### src/rtl/tap_pkg.sv
// -----------------------------------------------------------------------------
// tap_pkg
// Shared TAP definitions used by the boundary-scan register and by the TAP
// instruction decoder.
//   bs_instr_t             : 3-bit boundary-scan instruction encoding
//   instr_captures_func()  : instruction loads functional values on Capture-DR
//   instr_drives_pads()    : instruction routes the update register to func_o
// -----------------------------------------------------------------------------
package tap_pkg;

  localparam int BS_INSTR_W = 3;

  typedef enum logic [BS_INSTR_W-1:0] {
    EXTEST  = 3'b000,
    SAMPLE  = 3'b001,
    PRELOAD = 3'b010,
    CLAMP   = 3'b011,
    BYPASS  = 3'b111
  } bs_instr_t;

  // SAMPLE and EXTEST snapshot the functional signals into the shift cells.
  // PRELOAD and CLAMP keep whatever was shifted in earlier.
  function automatic logic instr_captures_func(input bs_instr_t instr);
    return (instr == SAMPLE) || (instr == EXTEST);
  endfunction

  // EXTEST and CLAMP take the pads away from the core and drive them from
  // the update register. Every other instruction leaves the pads transparent.
  function automatic logic instr_drives_pads(input bs_instr_t instr);
    return (instr == EXTEST) || (instr == CLAMP);
  endfunction

endpackage : tap_pkg

### src/rtl/tap_bs_lencheck.sv
// -----------------------------------------------------------------------------
// tap_bs_lencheck
// Counts Shift-DR cycles since the last Capture-DR and flags an update whose
// shift length differs from the chain length.
// Ports:
//   tck_i       : TAP clock, rising-edge active
//   trst_i      : asynchronous active-high reset
//   capture_i   : qualified capture (clears the counter)
//   shift_i     : qualified shift (increments, saturating at N_CELLS+1)
//   update_i    : qualified update (registers the length-error flag)
//   cnt_o       : current shift count
//   len_ok_o    : combinational, count equals N_CELLS right now
//   len_err_o   : registered result of the last update attempt
// The caller guarantees at most one of capture_i/shift_i/update_i is high.
// -----------------------------------------------------------------------------
module tap_bs_lencheck #(
  parameter  int N_CELLS = 8,
  localparam int CNT_W   = $clog2(N_CELLS + 2)
) (
  input  logic             tck_i,
  input  logic             trst_i,
  input  logic             capture_i,
  input  logic             shift_i,
  input  logic             update_i,
  output logic [CNT_W-1:0] cnt_o,
  output logic             len_ok_o,
  output logic             len_err_o
);

  // Saturating at N_CELLS+1 keeps "too many shifts" distinguishable from
  // "exactly right" without the counter ever wrapping back to N_CELLS.
  localparam logic [CNT_W-1:0] CNT_SAT  = CNT_W'(N_CELLS + 1);
  localparam logic [CNT_W-1:0] CNT_GOOD = CNT_W'(N_CELLS);

  logic [CNT_W-1:0] cnt_reg;
  logic [CNT_W-1:0] cnt_next;
  logic             len_err_reg;
  logic             len_err_next;

  always_comb begin
    cnt_next = cnt_reg;
    if (capture_i) begin
      cnt_next = '0;
    end else if (shift_i && (cnt_reg != CNT_SAT)) begin
      cnt_next = cnt_reg + 1'b1;
    end
  end

  always_comb begin
    len_err_next = len_err_reg;
    if (update_i) begin
      len_err_next = (cnt_reg != CNT_GOOD);
    end
  end

  always_ff @(posedge tck_i or posedge trst_i) begin
    if (trst_i) begin
      cnt_reg     <= '0;
      len_err_reg <= 1'b0;
    end else begin
      cnt_reg     <= cnt_next;
      len_err_reg <= len_err_next;
    end
  end

  assign cnt_o     = cnt_reg;
  assign len_ok_o  = (cnt_reg == CNT_GOOD);
  assign len_err_o = len_err_reg;

endmodule : tap_bs_lencheck

### src/rtl/tap_bs_register.sv
// -----------------------------------------------------------------------------
// tap_bs_register
// IEEE 1149.1 style boundary-scan data register: N_CELLS shift cells feeding
// N_CELLS update latches, with a shift-length check that can veto updates.
// Ports:
//   tck_i        : TAP clock, all state changes on the rising edge
//   trst_i       : asynchronous active-high reset
//   sel_i        : boundary-scan register is the selected DR
//   instr_i      : current instruction (BYPASS/SAMPLE/PRELOAD/EXTEST/CLAMP)
//   captureDR_i  : Capture-DR strobe
//   shiftDR_i    : Shift-DR strobe
//   updateDR_i   : Update-DR strobe
//   tdi_i        : serial input into cell 0
//   func_i       : functional signals into the cells
//   func_o       : signals to pads/core (update register or pass-through)
//   tdo_o        : serial output from cell N_CELLS-1
//   shift_cnt_o  : shifts since last capture, saturating at N_CELLS+1
//   len_err_o    : last update attempt had a shift count != N_CELLS
// Parameters:
//   N_CELLS      : chain length, 2..64
//   STRICT_UPD   : 1 = suppress the update-register load on a bad length
// -----------------------------------------------------------------------------
module tap_bs_register
  import tap_pkg::*;
#(
  parameter  int N_CELLS    = 8,
  parameter  bit STRICT_UPD = 1'b1,
  localparam int CNT_W      = $clog2(N_CELLS + 2)
) (
  input  logic               tck_i,
  input  logic               trst_i,
  input  logic               sel_i,
  input  bs_instr_t          instr_i,
  input  logic               captureDR_i,
  input  logic               shiftDR_i,
  input  logic               updateDR_i,
  input  logic               tdi_i,
  input  logic [N_CELLS-1:0] func_i,
  output logic [N_CELLS-1:0] func_o,
  output logic               tdo_o,
  output logic [CNT_W-1:0]   shift_cnt_o,
  output logic               len_err_o
);

  // ---------------------------------------------------------------------------
  // Strobe qualification. The register only reacts while it is the selected
  // DR under a non-BYPASS instruction. If the TAP ever presents several
  // strobes at once, capture wins over shift, and shift wins over update.
  // ---------------------------------------------------------------------------
  logic active;
  logic capture_en;
  logic shift_en;
  logic update_en;
  logic capture_load;
  logic len_ok;
  logic ur_load;
  logic drive_ur;

  assign active     = sel_i && (instr_i != BYPASS);
  assign capture_en = active && captureDR_i;
  assign shift_en   = active && shiftDR_i  && !captureDR_i;
  assign update_en  = active && updateDR_i && !captureDR_i && !shiftDR_i;

  // PRELOAD/CLAMP captures still restart the length count but keep the cells.
  assign capture_load = capture_en && instr_captures_func(instr_i);

  // A non-strict build always loads. A strict build loads only after exactly
  // N_CELLS shifts, so a truncated or overrun scan never reaches the pads.
  assign ur_load  = update_en && (!STRICT_UPD || len_ok);

  assign drive_ur = instr_drives_pads(instr_i);

  // ---------------------------------------------------------------------------
  // Shift-length bookkeeping
  // ---------------------------------------------------------------------------
  tap_bs_lencheck #(
    .N_CELLS (N_CELLS)
  ) u_lencheck (
    .tck_i     (tck_i),
    .trst_i    (trst_i),
    .capture_i (capture_en),
    .shift_i   (shift_en),
    .update_i  (update_en),
    .cnt_o     (shift_cnt_o),
    .len_ok_o  (len_ok),
    .len_err_o (len_err_o)
  );

  // ---------------------------------------------------------------------------
  // Boundary-scan cells. Each cell owns one shift flop and one update flop.
  // Data enters at cell 0 and leaves from cell N_CELLS-1, so the first bit
  // shifted in ends up in the highest cell after a full scan.
  // ---------------------------------------------------------------------------
  logic [N_CELLS-1:0] sr_vec;
  logic [N_CELLS-1:0] ur_vec;

  for (genvar gi = 0; gi < N_CELLS; gi++) begin : g_cell
    logic shift_in;
    logic sr_bit_reg;
    logic sr_bit_next;
    logic ur_bit_reg;
    logic ur_bit_next;

    if (gi == 0) begin : g_head
      assign shift_in = tdi_i;
    end else begin : g_body
      assign shift_in = sr_vec[gi-1];
    end

    always_comb begin
      sr_bit_next = sr_bit_reg;
      if (capture_en) begin
        if (capture_load) begin
          sr_bit_next = func_i[gi];
        end
      end else if (shift_en) begin
        sr_bit_next = shift_in;
      end
    end

    always_comb begin
      ur_bit_next = ur_bit_reg;
      if (ur_load) begin
        ur_bit_next = sr_bit_reg;
      end
    end

    always_ff @(posedge tck_i or posedge trst_i) begin
      if (trst_i) begin
        sr_bit_reg <= 1'b0;
        ur_bit_reg <= 1'b0;
      end else begin
        sr_bit_reg <= sr_bit_next;
        ur_bit_reg <= ur_bit_next;
      end
    end

    assign sr_vec[gi] = sr_bit_reg;
    assign ur_vec[gi] = ur_bit_reg;

    // Pad mux follows the instruction even when the register is not selected,
    // so switching into EXTEST/CLAMP takes effect without waiting for a strobe.
    assign func_o[gi] = drive_ur ? ur_bit_reg : func_i[gi];
  end

  assign tdo_o = sr_vec[N_CELLS-1];

endmodule : tap_bs_register

### config.mk
export PLATFORM = sky130hd
export DESIGN_NAME = tap_bs_register
export DESIGN_NICKNAME = d
export VERILOG_FILES = /design/src/rtl/tap_pkg.sv /design/src/rtl/tap_bs_lencheck.sv /design/src/rtl/tap_bs_register.sv
export SDC_FILE = /design/constraint.sdc
export NUM_CORES = 1
export LEC_CHECK = 0
export ABC_AREA = 1
export CAP_MARGIN = 40
export CORE_ASPECT_RATIO = 0.8
export CORE_UTILIZATION = 45
export DETAILED_ROUTE_END_ITERATION = 8
export PLACE_DENSITY_LB_ADDON = 0.3
export RECOVER_POWER = 25
export SLEW_MARGIN = 20
export SYNTH_ARGS = -nofsm -noshare
export SYNTH_HDL_FRONTEND = slang
export SYNTH_SLANG_ARGS = --single-unit
### constraint.sdc
create_clock -name tck_i -period 2.3 [get_ports tck_i]
set_input_delay 0.46 -clock tck_i [delete_from_list [all_inputs] [get_ports tck_i]]
set_output_delay 0.46 -clock tck_i [all_outputs]
set_load 0.01 [all_outputs]
==> flow_metrics.tcl, run 1 <==
set metrics [dict create \
    status "finished clean" \
    wl_per_cell_um 13.43 \
    synth_top_family_by_area "simple AND/OR/NAND/NOR gates" \
    p_sw_share_pct 33.16 \
    place_inst 243 \
    hp-class "register to register" \
    io_pins 32 \
    ys_warn_count 0 \
    seqCellArea_um2 525.5 \
    worstPathArrival_ns 1.76 \
    yosys.area.top_type "dfrtp_1" \
    cts-root-buf "clkbuf_4" \
    std_cell_rows 16 \
    fmax_mhz 449.5 \
    critPathMaxStageDelay_ns 0.52 \
    final_net_count 235 \
    setup_viol 0 \
    grt_pass1_wl_um 5616 \
    die_x_um 61.78 \
    hold_buffers 0 \
    netlist_area_um2 1286 \
    ys_seq_area_share_pct 40.86 \
    slowest_stage "clkdlybuf4s50_1" \
    multi_input_area_um2 633.1 \
    io_buffers 31 \
    postRouteAntennaNets 0 \
    pwr-share-seq_pct 50.7 \
    whs_ns 0.4925 \
    die_y_um 49.82 \
    peakVddDrop_v 0.0003464 \
    gp_congestion 0.8246 \
    final_cells 249 \
    rsz0062_at_grt "no" \
    comb_power_share_pct 28.0 \
    n_fill_cell 243 \
    fin_util_pct 66.13 \
    synthArstFlopShare_pct 100.0 \
    routed_wl_um 3343 \
    pwr_density_cell_nw_per_um2 522.1 \
    dieArea_um2 3078 \
    syn_inst 173 \
    grt_max_degree 22 \
    htreeDepth 1 \
    max_cap_viol_count 0 \
    synth_seq_cells 21 \
    fin_crit_sh_pct 96.73 \
    synth_compound_area_share_pct 4.961 \
    p_int_uw 596.0 \
    design.core.area_um2 2582 \
    tritoncts "done" \
    initial_core_util_pct 49.81 \
    power.switching_uw 295.7 \
    num_vias 1319 \
    clock-skew-final_ns 0.01151 \
    synth-xor-area-share_pct 0.6809 \
    relSlewSlack_pct 21.59 \
    antenna_found_initial 0 \
    dr.first_iter.drc_count 94 \
    synth.most_common_cell "nand2_1" \
    numCtsBuffers 3 \
    clockBufferDepth 2 \
    synthTopCellsByArea "dfrtp_1, nand2_1, nand3_1" \
    cts_sinks 21 \
    ys.flop_type "dfrtp_1" \
    diodes 0 \
    worstSetupStartpointType "input port" \
    synth_fa_ha_area_share_pct 2.918 \
    drv_slew 0 \
    clock_power_share_pct 21.3 \
    synth_common_cells "nand2_1, inv_1, nand3_1" \
    yosys.area.top_type_share_pct 40.86 \
    grt_pass1_vias 1311 \
    finalHoldViolCount 0 \
    final_layout_size_suffix_gt1_share_pct 12.21 \
    grt.total_usage_pct 24.72 \
    tightestPinTransition_ns 1.176 \
    syn_nets 194 \
    critical_path_class "input port to primary output" \
    layout_min_cycle_time_ns 2.225 \
    synth_edf_count 0 \
    muxShareOfSynthArea_pct 0 \
    dp_hpwl_um 2379 \
    crit_required_ns 1.84 \
    path_max_fanout 5 \
    via_per_inst 5.297 \
    clk_latency_ns 0.32 \
    dr.pass1.iters 4 \
    grt_overflow 0 \
    leakage_uw 0.0009275 \
    clk_pin_slew_worst_paths_ns 0.12 \
    drc 0 \
    yosysUniqueCellTypes 19 \
    synth-simple-area-share_pct 38.81 \
    area_delta_synth_final_pct 32.78 \
    largest_reg_flops 8 \
    path_cells "clkdlybuf4s50_1 -> inv_2 -> o21ai_4 -> buf_4 -> nor2_1 -> a21oi_1 -> clkdlybuf4s15_1" \
    crit_path_end_kind "primary output" \
    avgSynthCellArea_um2 7.435 \
]
-- through the flow --
stage	worst slack (ns)	instance area [um^2]	TNS [ns]	power, uW
finish	0.07530	1708	0	891.7
global route	0.04056	1708	0	950.2
CTS	0.01428	1710	0	897.1
detailed placement	-0.3198	1662	-2.293	711.6
global placement	-0.2667	1662	-1.925	699.2
floorplan	0.7102	1286	0	589.3
-- kinds of logic (layout without fill, tap and decap cells) --
logic type	count (synthesis)	in the layout
DFF	21	21
and+or+nand+nor	105	105
AOI/OAI and AO/OA	10	11
adders and majority gates	3	3
buffers and inverters	33	72
xor gates and xnor gates	1	1
-- path summary, 6_finish.rpt --
check / slack, ns / to / depth (start not counted) / start
worst max-delay path: 0.08 / func_o[5] / 7 / instr_i[2]
worst min-delay path: 0.49 / g_cell[1].ur_bit_reg / 2 / g_cell[1].ur_bit_reg
worst max register to register: 0.76 / g_cell[0].ur_bit_reg / 6 / u_lencheck.cnt_o[0]
worst min register to register: 0.49 / g_cell[1].ur_bit_reg / 2 / g_cell[1].ur_bit_reg
max in group asynchronous: 0.66 / g_cell[2].sr_bit_reg / 3 / trst_i
min in group asynchronous: 0.93 / g_cell[5].sr_bit_reg / 3 / trst_i
-- power by group through the flow --
stage               logic (uW)  clock network (uW)  registers [uW]
finish                     250                 190             452
global route               278                 212             461
CTS                        251                 193             452
detailed placement         252                   0             460
global placement           243                   0             456
floorplan                  134                   0             455
-- layer usage --
metal / vias to the layer above / track usage [%] / share of wire [%]
li1: 640 / - / -
met2: 67 / 41.22 / 51
met4: 0 / 7.778 / 0.72
met3: 4 / 4.987 / 8.7
met5: - / 0 / 0
met1: 608 / 31.51 / 40
-- area by class of cell --
type	count	area share (%)
multi-input combinational	120	37.07
sequential	21	30.77
timing repair buffer	41	21.83
inverter	27	6.081
tap	36	2.637
clock buffer	3	1.319
clock inverter	1	0.2930
-- what timing repair did --
item / in CTS / in global routing
endpoints found under the setup margin: 8 / 5
setup buffers: 1 / 0
gates cloned: 1 / 0
pin swaps: 1 / 0
gates resized for setup: 16 / 2
-- critical path, delay by kind of cell --
kind / cells / cell delay (ns)
simple gates: 1 / 0.05
buf+inv: 4 / 1.03
compound gates: 2 / 0.23
-- cell usage in the layout, fill, tap and decap left out, types with 2 or more instances in the layout --
| master | Yosys | final |
|---|---|---|
| nor2_4 | 1 | 2 |
| nand2_4 | 2 | 2 |
| inv_1 | 26 | 24 |
| nand2_1 | 49 | 49 |
| inv_2 | 0 | 2 |
| o21ai_4 | 1 | 2 |
| nor2_1 | 12 | 11 |
| nand3_1 | 25 | 25 |
| dlygate4sd2_1 | 0 | 8 |
| buf_4 | 2 | 9 |
| nand4_1 | 12 | 12 |
| nand3_2 | 3 | 3 |
| clkbuf_4 | 0 | 3 |
| a21oi_1 | 8 | 8 |
| clkdlybuf4s50_1 | 0 | 20 |
| ha_1 | 3 | 3 |
| dfrtp_1 | 21 | 21 |
Power figures use the tool's default switching activity.
==> run 2: changes to the inputs <==
Settings changed: CORE_MARGIN set to 2, TNS_END_PERCENT set to 30.
==> run 2 against run 1 <==
Against the previous run:
- utilization fell by 3.8 points
- design area barely moved
- wire length fell by 4.9%
- largest power group unchanged
- highest routed layer unchanged
==> flow_metrics.tcl, run 2 (synthesis results as in run 1) <==
set metrics [dict create \
    status "finished clean" \
    fmax_mhz 460.4 \
    fin_tns_setup_ns 0 \
    pwr_density_cell_nw_per_um2 512.4 \
    fin_ws_ns 0.1280 \
    critical_path_class "input port to primary output" \
    area_delta_synth_final_pct 32.88 \
    routed_wl_um 3180 \
    hp-class "register to register" \
    die_x_um 63.78 \
    r2r_start "u_lencheck.cnt_o[0]" \
    grt_max_degree 22 \
    path_cells "clkdlybuf4s50_1 -> inv_2 -> o21ai_4 -> buf_4 -> nor2_1 -> a21oi_1 -> dlygate4sd2_1" \
    hp-start "g_cell[1].ur_bit_reg" \
    final_cells 252 \
    whs_ns 0.4893 \
    initial_core_util_pct 46.88 \
    reg2reg_setup_slack_ns 0.78 \
    via_per_inst 5.091 \
    tritoncts "done" \
    layout_commonest_cell "nand2_1" \
    diodes 0 \
    rsz0062_at_grt "no" \
    slowest_stage "clkdlybuf4s50_1" \
    path_max_fanout 4 \
    r2r_end "g_cell[3].ur_bit_reg" \
    clock-skew-final_ns 0.003854 \
    grt.met1_usage_pct 25.07 \
    die_y_um 51.82 \
    tightestPinTransition_ns 1.160 \
    grt_overflow 0 \
    cts-root-buf "clkbuf_4" \
    design.core.area_um2 2744 \
    hold-path-endpoint "g_cell[1].ur_bit_reg" \
    dr.pass1.iters 4 \
    grt_pass1_vias 1179 \
    wl_per_cell_um 12.62 \
    io_pins 32 \
    final_net_count 236 \
    htreeDepth 1 \
    grt_util_met3_pct 5.195 \
    max_cap_viol_count 0 \
    numCtsBuffers 3 \
    gp_congestion 0.8224 \
    final_layout_size_suffix_gt1_share_pct 13.55 \
    crit_required_ns 1.84 \
    layout_min_cycle_time_ns 2.172 \
    finalHoldViolCount 0 \
    worstSetupStartpointType "input port" \
    num_vias 1283 \
    final_cell_mix "nand2_1, nand3_1, inv_1" \
    leakage_uw 0.0009307 \
    std_cell_rows 17 \
    crit_path_end_kind "primary output" \
    n_fill_cell 244 \
    drv_slew 0 \
    dieArea_um2 3305 \
    clk_latency_ns 0.30 \
    clk_pin_slew_worst_paths_ns 0.11 \
    peakVddDrop_v 0.0002438 \
    grt-busiest-layer "met2" \
    antenna_found_initial 0 \
    drc 0 \
    fin_crit_sh_pct 94.43 \
    whs_path_depth 2 \
    io_buffers 31 \
    worstPathArrival_ns 1.71 \
    cts_sinks 21 \
    postRouteAntennaNets 0 \
    pre_cts_slack_ns -0.3770 \
    grt.total_usage_pct 20.25 \
    dr.first_iter.drc_count 102 \
    critPathMaxStageDelay_ns 0.49 \
    hold_buffers 0 \
    grt_pass1_wl_um 5112 \
    largest_reg_flops 8 \
    reg2reg_depth 6 \
    place_inst 245 \
    gr-usage-met2_pct 35.61 \
    dp_hpwl_um 2288 \
    clockBufferDepth 2 \
    setup_viol 0 \
    relSlewSlack_pct 22.66 \
]
==> run 2: through the flow <==
stage / total power (uW) / area [um^2] / util [%]
final: 875.8 / 1709 / 62.29
after global routing: 939.8 / 1709 / 62.29
after CTS: 885.9 / 1720 / 62.70
after detailed placement: 708.6 / 1664 / 60.65
after global placement: 699.1 / 1664 / 60.65
after floorplan: 589.3 / 1286 / -
==> run 2: worst max-delay path by stage <==
stage / startpoint / end
after floorplan: instr_i[1] / func_o[4]
after global placement: instr_i[0] / func_o[0]
after detailed placement: instr_i[0] / func_o[5]
after CTS: instr_i[2] / func_o[5]
after global routing: instr_i[2] / func_o[5]
final: instr_i[2] / func_o[7]
==> run 2: what timing repair did <==
| item | CTS | global route |
|---|---|---|
| setup buffers | 2 | 0 |
| cloned | 1 | 0 |
| resized for setup | 17 | 4 |
| endpoints found under the hold margin | 0 | 0 |
| pin swaps | 2 | 0 |
| endpoints found under the setup margin | 8 | 2 |
==> run 2: critical path, delay by kind of cell <==
| kind | cells | cell delay [ns] |
|---|---|---|
| buffers and inverters | 4 | 1.01 |
| AOI/OAI and AO/OA | 2 | 0.19 |
| and+or+nand+nor | 1 | 0.04 |
==> run 2: power breakdown <==
| group | switching, uW | internal (uW) |
|---|---|---|
| Clock | 112 | 64.9 |
| Sequential | 39.8 | 413 |
| Combinational | 129 | 118 |
==> run 2: layout make-up <==
class                      count  area (um^2)  area share (%)
multi-input combinational    120        633.1           37.04
timing repair buffer          42        371.6           21.74
sequential                    21        525.5           30.75
clock buffer                   3        22.52           1.318
tap                           38        47.55           2.782
clock inverter                 1        5.005          0.2928
inverter                      27        103.9           6.076
==> run 2: routing by layer <==
layer / vias to the layer above / wire length [um]
met5: - / 0
met4: 0 / 13
met3: 2 / 207
met2: 45 / 1543
met1: 595 / 1415
li1: 641 / -
